--- src/rtl/mdu_div_stall_if.sv ---
// Issue/result bundle between the execute-stage pipeline and the multi-cycle divider.
// The pipeline side uses the master modport; the divider uses the slave modport.
interface mdu_div_stall_if #(
    parameter int WIDTH = 32
);
    logic             start;
    logic             is_signed;
    logic [WIDTH-1:0] a;
    logic [WIDTH-1:0] b;
    logic             annul;
    logic             stall;
    logic             valid;
    logic [WIDTH-1:0] quotient;
    logic [WIDTH-1:0] remainder;

    modport master (
        output start, is_signed, a, b, annul,
        input  stall, valid, quotient, remainder
    );

    modport slave (
        input  start, is_signed, a, b, annul,
        output stall, valid, quotient, remainder
    );
endinterface

--- src/rtl/mdu_div_stall.sv ---
// Radix-2 restoring DIV/DIVU unit that stalls the E/M registers until its result is ready.
// Define MDU_DIV_ZERO_FAST_EN to finish a zero-divisor request straight from IDLE.
//
// state | meaning
// IDLE  | waiting for start; stall follows start & ~annul
// BUSY  | one quotient bit per cycle, pipeline stalled
// DONE  | signed result handed over, valid high, stall released
module mdu_div_stall #(
    parameter int WIDTH = 32,
    parameter int CNT_W = 6
) (
    input  logic            clk,
    input  logic            rst,
    mdu_div_stall_if.slave  bus
);

    typedef enum logic [1:0] {
        IDLE = 2'b00,
        BUSY = 2'b01,
        DONE = 2'b10
    } state_t;

    state_t           state_q, state_d;
    logic [CNT_W-1:0] cnt_q, cnt_d;
    logic [WIDTH-1:0] rem_q, rem_d;
    logic [WIDTH-1:0] dvd_q, dvd_d;
    logic [WIDTH-1:0] dvs_q, dvs_d;
    logic [WIDTH-1:0] a_q, a_d;
    logic [WIDTH-1:0] quo_q, quo_d;
    logic [WIDTH-1:0] rmd_q, rmd_d;
    logic             sgn_q_q, sgn_q_d;
    logic             sgn_r_q, sgn_r_d;
    logic             dz_q, dz_d;

    logic             a_neg, b_neg;
    logic [WIDTH-1:0] a_abs, b_abs;
    logic [WIDTH:0]   shifted;
    logic [WIDTH:0]   trial;
    logic [WIDTH-1:0] q_fix, r_fix;
    logic             valid_c;

    always_comb begin
        a_neg   = bus.is_signed & bus.a[WIDTH-1];
        b_neg   = bus.is_signed & bus.b[WIDTH-1];
        a_abs   = a_neg ? -bus.a : bus.a;
        b_abs   = b_neg ? -bus.b : bus.b;
        shifted = {rem_q, dvd_q[WIDTH-1]};
        // |shifted - divisor| < 2^WIDTH always holds, so bit WIDTH is a true sign bit
        trial   = shifted - {1'b0, dvs_q};
        q_fix   = dz_q ? '1   : (sgn_q_q ? -dvd_q : dvd_q);
        r_fix   = dz_q ? a_q  : (sgn_r_q ? -rem_q : rem_q);
    end

    always_comb begin
        state_d = state_q;
        cnt_d   = cnt_q;
        rem_d   = rem_q;
        dvd_d   = dvd_q;
        dvs_d   = dvs_q;
        a_d     = a_q;
        quo_d   = quo_q;
        rmd_d   = rmd_q;
        sgn_q_d = sgn_q_q;
        sgn_r_d = sgn_r_q;
        dz_d    = dz_q;

        case (state_q)
            IDLE: begin
                if (bus.start && !bus.annul) begin
                    rem_d   = '0;
                    dvd_d   = a_abs;
                    dvs_d   = b_abs;
                    a_d     = bus.a;
                    sgn_q_d = a_neg ^ b_neg;
                    sgn_r_d = a_neg;
                    dz_d    = (bus.b == '0);
                    cnt_d   = CNT_W'(WIDTH);
                    state_d = BUSY;
`ifdef MDU_DIV_ZERO_FAST_EN
                    if (bus.b == '0) begin
                        state_d = DONE;
                    end
`endif
                end
            end
            BUSY: begin
                if (bus.annul) begin
                    state_d = IDLE;
                end else begin
                    rem_d = trial[WIDTH] ? shifted[WIDTH-1:0] : trial[WIDTH-1:0];
                    dvd_d = {dvd_q[WIDTH-2:0], ~trial[WIDTH]};
                    cnt_d = cnt_q - 1'b1;
                    if (cnt_q == CNT_W'(1)) begin
                        state_d = DONE;
                    end
                end
            end
            DONE: begin
                state_d = IDLE;
                cnt_d   = '0;
                if (!bus.annul) begin
                    quo_d = q_fix;
                    rmd_d = r_fix;
                end
            end
            default: begin
                state_d = IDLE;
            end
        endcase
    end

    always_ff @(posedge clk or negedge rst) begin
        if (!rst) begin
            state_q <= IDLE;
            cnt_q   <= '0;
            rem_q   <= '0;
            dvd_q   <= '0;
            dvs_q   <= '0;
            a_q     <= '0;
            quo_q   <= '0;
            rmd_q   <= '0;
            sgn_q_q <= 1'b0;
            sgn_r_q <= 1'b0;
            dz_q    <= 1'b0;
        end else begin
            state_q <= state_d;
            cnt_q   <= cnt_d;
            rem_q   <= rem_d;
            dvd_q   <= dvd_d;
            dvs_q   <= dvs_d;
            a_q     <= a_d;
            quo_q   <= quo_d;
            rmd_q   <= rmd_d;
            sgn_q_q <= sgn_q_d;
            sgn_r_q <= sgn_r_d;
            dz_q    <= dz_d;
        end
    end

    // The result is presented during DONE so the released E/M register captures it that cycle
    assign valid_c       = rst & (state_q == DONE) & ~bus.annul;
    assign bus.valid     = valid_c;
    assign bus.quotient  = valid_c ? q_fix : quo_q;
    assign bus.remainder = valid_c ? r_fix : rmd_q;
    assign bus.stall     = rst & ~bus.annul &
                           (((state_q == IDLE) & bus.start) | (state_q == BUSY));

endmodule

--- src/flat_wrapper.sv ---
// flat-port wrapper written by rule: the top's interface ports become plain ports
module mdu_div_stall_flat 
#(
    parameter int WIDTH = 32,
    parameter int CNT_W = 6
)
  (clk, rst, bus_start, bus_is_signed, bus_a, bus_b, bus_annul, bus_stall, bus_valid, bus_quotient, bus_remainder);
  mdu_div_stall_if #(.WIDTH(WIDTH)) bus_i ();
  input  logic clk;
  input  logic rst;
  input wire logic [$bits(bus_i.start)-1:0] bus_start;
  input wire logic [$bits(bus_i.is_signed)-1:0] bus_is_signed;
  input wire logic [$bits(bus_i.a)-1:0] bus_a;
  input wire logic [$bits(bus_i.b)-1:0] bus_b;
  input wire logic [$bits(bus_i.annul)-1:0] bus_annul;
  output wire logic [$bits(bus_i.stall)-1:0] bus_stall;
  output wire logic [$bits(bus_i.valid)-1:0] bus_valid;
  output wire logic [$bits(bus_i.quotient)-1:0] bus_quotient;
  output wire logic [$bits(bus_i.remainder)-1:0] bus_remainder;
  assign bus_i.start = bus_start;
  assign bus_i.is_signed = bus_is_signed;
  assign bus_i.a = bus_a;
  assign bus_i.b = bus_b;
  assign bus_i.annul = bus_annul;
  assign bus_stall = bus_i.stall;
  assign bus_valid = bus_i.valid;
  assign bus_quotient = bus_i.quotient;
  assign bus_remainder = bus_i.remainder;
  mdu_div_stall #(.WIDTH(WIDTH), .CNT_W(CNT_W)) u_core (.clk(clk), .rst(rst), .bus(bus_i));
endmodule
--- config.mk ---
export PLATFORM = sky130hd
export DESIGN_NAME = mdu_div_stall_flat
export DESIGN_NICKNAME = d
export VERILOG_FILES = /design/src/rtl/mdu_div_stall_if.sv /design/src/rtl/mdu_div_stall.sv /design/src/flat_wrapper.sv
export SDC_FILE = /design/constraint.sdc
export NUM_CORES = 1
export LEC_CHECK = 0
export CELL_PAD_IN_SITES_DETAIL_PLACEMENT = 1
export CELL_PAD_IN_SITES_GLOBAL_PLACEMENT = 1
export CORE_ASPECT_RATIO = 1.75
export CORE_MARGIN = 4
export CORE_UTILIZATION = 44
export DETAILED_ROUTE_END_ITERATION = 8
export DONT_BUFFER_PORTS = 1
export PLACE_DENSITY = 0.8
export SYNTH_ARGS = -nofsm -noshare
export SYNTH_HDL_FRONTEND = slang
export SYNTH_SLANG_ARGS = --single-unit
--- constraint.sdc ---
create_clock -name clk -period 3.95 [get_ports clk]
set_input_delay 1.185 -clock clk [delete_from_list [all_inputs] [get_ports clk]]
set_output_delay 1.185 -clock clk [all_outputs]
set_load 0.02 [all_outputs]
==> results.toml <==
[outcome]
status = "finished with violations"
violations = "setup timing"

[worst_setup_path]
ff2ff_setup_slack_ps = 90
r2r-end = "u_core.rem_q[12]"
crit_path_start_kind = "register"
cp.buffers_inverters = 2
crit_type = "reg -> out"
cp_max_fo = 5
r2r-start = "u_core.dvd_q[31]"
crit_required_ps = 2760
worstRegToRegCells = 14
cp_slowest_stage_delay_ps = 490
path_common_cell = "buf_4"
cp_data_arrival_time_ps = 3510
crit_path_end_kind = "output port"
slowest_stage = "or4_4"
crit_path_cell_trace = "nor4_4, nand4_1, or4_4, nor3_4, nand2_4, o41ai_2, xor2_1, nor2_1, a21oi_1, buf_4, o21ai_1, buf_4"
path_delay_family = "simple AND/OR/NAND/NOR gates"

[sta]
hold_viol = 0
relSlewSlack = 0.2959
whs_ps = 348.1
finalCriticalPeriod_ps = 4693
max_freq_ghz = 0.2131
setup_slack_ps = -743.3
worst_pin_slew_ps = 1056
timing.setup.tns_ps = -13760
setup_viol = 34
rsz0062_at_grt = "yes"
fin_crit_sh = 1.188
report.final.slew_viol_count = 0
finalClockSkew_ps = 11.19

[global_route]
grt_max_degree = 205
antenna_found_initial = 2
grt_pass1_vias = 13532
grt_first_pass_wirelength_mm = 70.96
grt_usage = 0.2595
grt_overflow = 0

[clock_tree]
cts_buffers = 22
h-tree-depth = 1
clock-sinks = 203
ctsHoldBuffers = 0
clock_latency_ps = 530
cts-root-buf = "clkbuf_16"
cts_tree = "built"
path_clk_slew_ps = 60
clock_path_buffers = 3

[placement]
placed_cell_area_um2 = 14790
place.gp.congestion = 0.8513
hpwl_mm = 31.25
io_buffers = 0

[logic_synthesis]
synth.distinct_cells = 66
synth_area_leader_cell = "dfrtp_1"
synth_area_um2 = 13440
synth_top_area_frac = 0.3779
ys_seq_elements = 203
synth_area_leaders = "dfrtp_1, o21ai_0, nand2_1"
syn_inst = 1679
yosys.cell_count.top_type = "nand2_1"
synthTopCellsByCount = "nand2_1, o21ai_0, dfrtp_1"
synth_warnings = 0
ys_seq_area_frac = 0.3779
yosys_most_used_dff = "dfrtp_1"
avgSynthCellArea_um2 = 8.006
syn_nets = 1791
async_reset_ff_frac = 1.000
synth_edf_count = 0

[route]
drt-initial-drc-count = 699
wirelength_mm = 47.14
antenna_left = 0
drc = 0
num_vias = 12765
post_drt_wl_per_cell_um = 21.53
first_pass_iters = 5
viasPerCell = 5.831

[die]
num_io_pins = 135
rows = 84
core_um2 = 30060
start_util = 0.4472
die_w_um = 140.1
die_y_um = 239.2
die_area_um2 = 33520

[flow_run]
drv_cap = 0

[power]
seqPwrFrac = 0.267
irDropWorstVdd_v = 0.0003979
switchingPower_w = 0.006227
switching_share = 0.4515
clockPowerShare = 0.169
internal-power_w = 0.007565
combPwrFrac = 0.565
total_power_w = 0.01379
power_density_nw_per_um2 = 835.6
power.leakage_nw = 7.305

[layout]
num_antenna_cells = 0
nets = 1899
stdcell_area_um2 = 16500
fill_cells = 3589
syn_to_final_growth_pct = 22.78
drive_above_1_share = 0.1981

[min_path]
hp-class = "in -> async"
-- power groups by stage --
| stage | clock network [W] | logic, W | registers, W |
|---|---|---|---|
| floorplan | 0 | 0.00451 | 0.00340 |
| global placement | 0 | 0.00634 | 0.00349 |
| detailed placement | 0 | 0.00666 | 0.00355 |
| CTS | 0.00234 | 0.00714 | 0.00360 |
| global route | 0.00243 | 0.00847 | 0.00377 |
| finish | 0.00233 | 0.00779 | 0.00368 |
-- cells by family (layout without fill, tap and decap cells) --
kind of cell	after synthesis	in the layout	share of synthesized area
muxes	57	57	0.04607
xor gates and xnor gates	147	147	0.09577
buffers and inverters	160	283	0.04663
AOI/OAI and AO/OA	505	505	0.2090
adders and majority gates	43	43	0.04058
DFF	203	203	0.3779
and+or+nand+nor	564	564	0.1841
-- cell usage in the layout (no fill, tap or decap), types with 20 or more instances in the layout --
cell,netlist,final
buf_6,2,20
clkbuf_16,0,23
buf_4,2,158
xor2_1,59,58
ha_1,42,40
dfrtp_1,203,199
a21oi_1,135,126
nand2_1,296,290
mux2i_1,27,26
o21ai_1,16,37
mux2_2,29,29
inv_1,62,60
xnor2_1,88,85
nor3_1,24,20
nor2_1,137,135
o21ai_0,261,218
-- metrics by stage --
| stage | std cells | util | setup slack, ps |
|---|---|---|---|
| floorplan | 1679 | - | 1.060 |
| global placement | 2126 | 0.4921 | -203.8 |
| detailed placement | 2126 | 0.4921 | -287.7 |
| CTS | 2174 | 0.5349 | -691.4 |
| global route | 2189 | 0.5491 | -845.3 |
| finish | 2189 | 0.5491 | -743.3 |
-- worst max path at each step --
stage	from	end	slack, ps	cells after the start
after floorplan	u_core.dvd_q[6]	bus_quotient[25]	1	10
after global placement	u_core.dvd_q[4]	bus_quotient[31]	-200	10
after detailed placement	u_core.dvd_q[8]	bus_quotient[31]	-290	10
after CTS	u_core.dvd_q[3]	bus_quotient[29]	-690	11
after global routing	u_core.rem_q[7]	bus_remainder[29]	-850	12
final	u_core.rem_q[9]	bus_remainder[29]	-740	12
-- layer usage --
metal  wire length [µm]  global-route usage
met1              16040              0.2571
met2              25330              0.5027
met3               2183             0.03855
met4               3547              0.1531
met5                 39                   0
-- registers in the layout, summed over array words and instances, names as in the netlist --
register / flops
u_core.a_q: 32
u_core.rmd_q: 32
u_core.sgn_q_q: 1
u_core.dz_q: 1
u_core.state_q: 2
u_core.rem_q: 32
u_core.cnt_q: 6
u_core.sgn_r_q: 1
u_core.dvs_q: 32
u_core.quo_q: 32
u_core.dvd_q: 32
-- cell type report --
| class | instances | area [µm²] | area share |
|---|---|---|---|
| Inverter | 62 | 235.2 | 0.01425 |
| Multi-Input combinational cell | 1316 | 8413 | 0.5097 |
| Sequential cell | 203 | 5085 | 0.3081 |
| Tap cell | 387 | 484.2 | 0.02934 |
| Clock buffer | 30 | 621.8 | 0.03768 |
| Clock inverter | 9 | 173.9 | 0.01054 |
| Timing Repair Buffer | 182 | 1491 | 0.09036 |
-- timing repair --
item	in CTS	in global routing
pin swaps	34	34
setup buffers	10	17
setup endpoints to repair	34	65
cloned	0	0
resized for setup	115	66
Note: power is estimated with default switching activity, not from simulation.
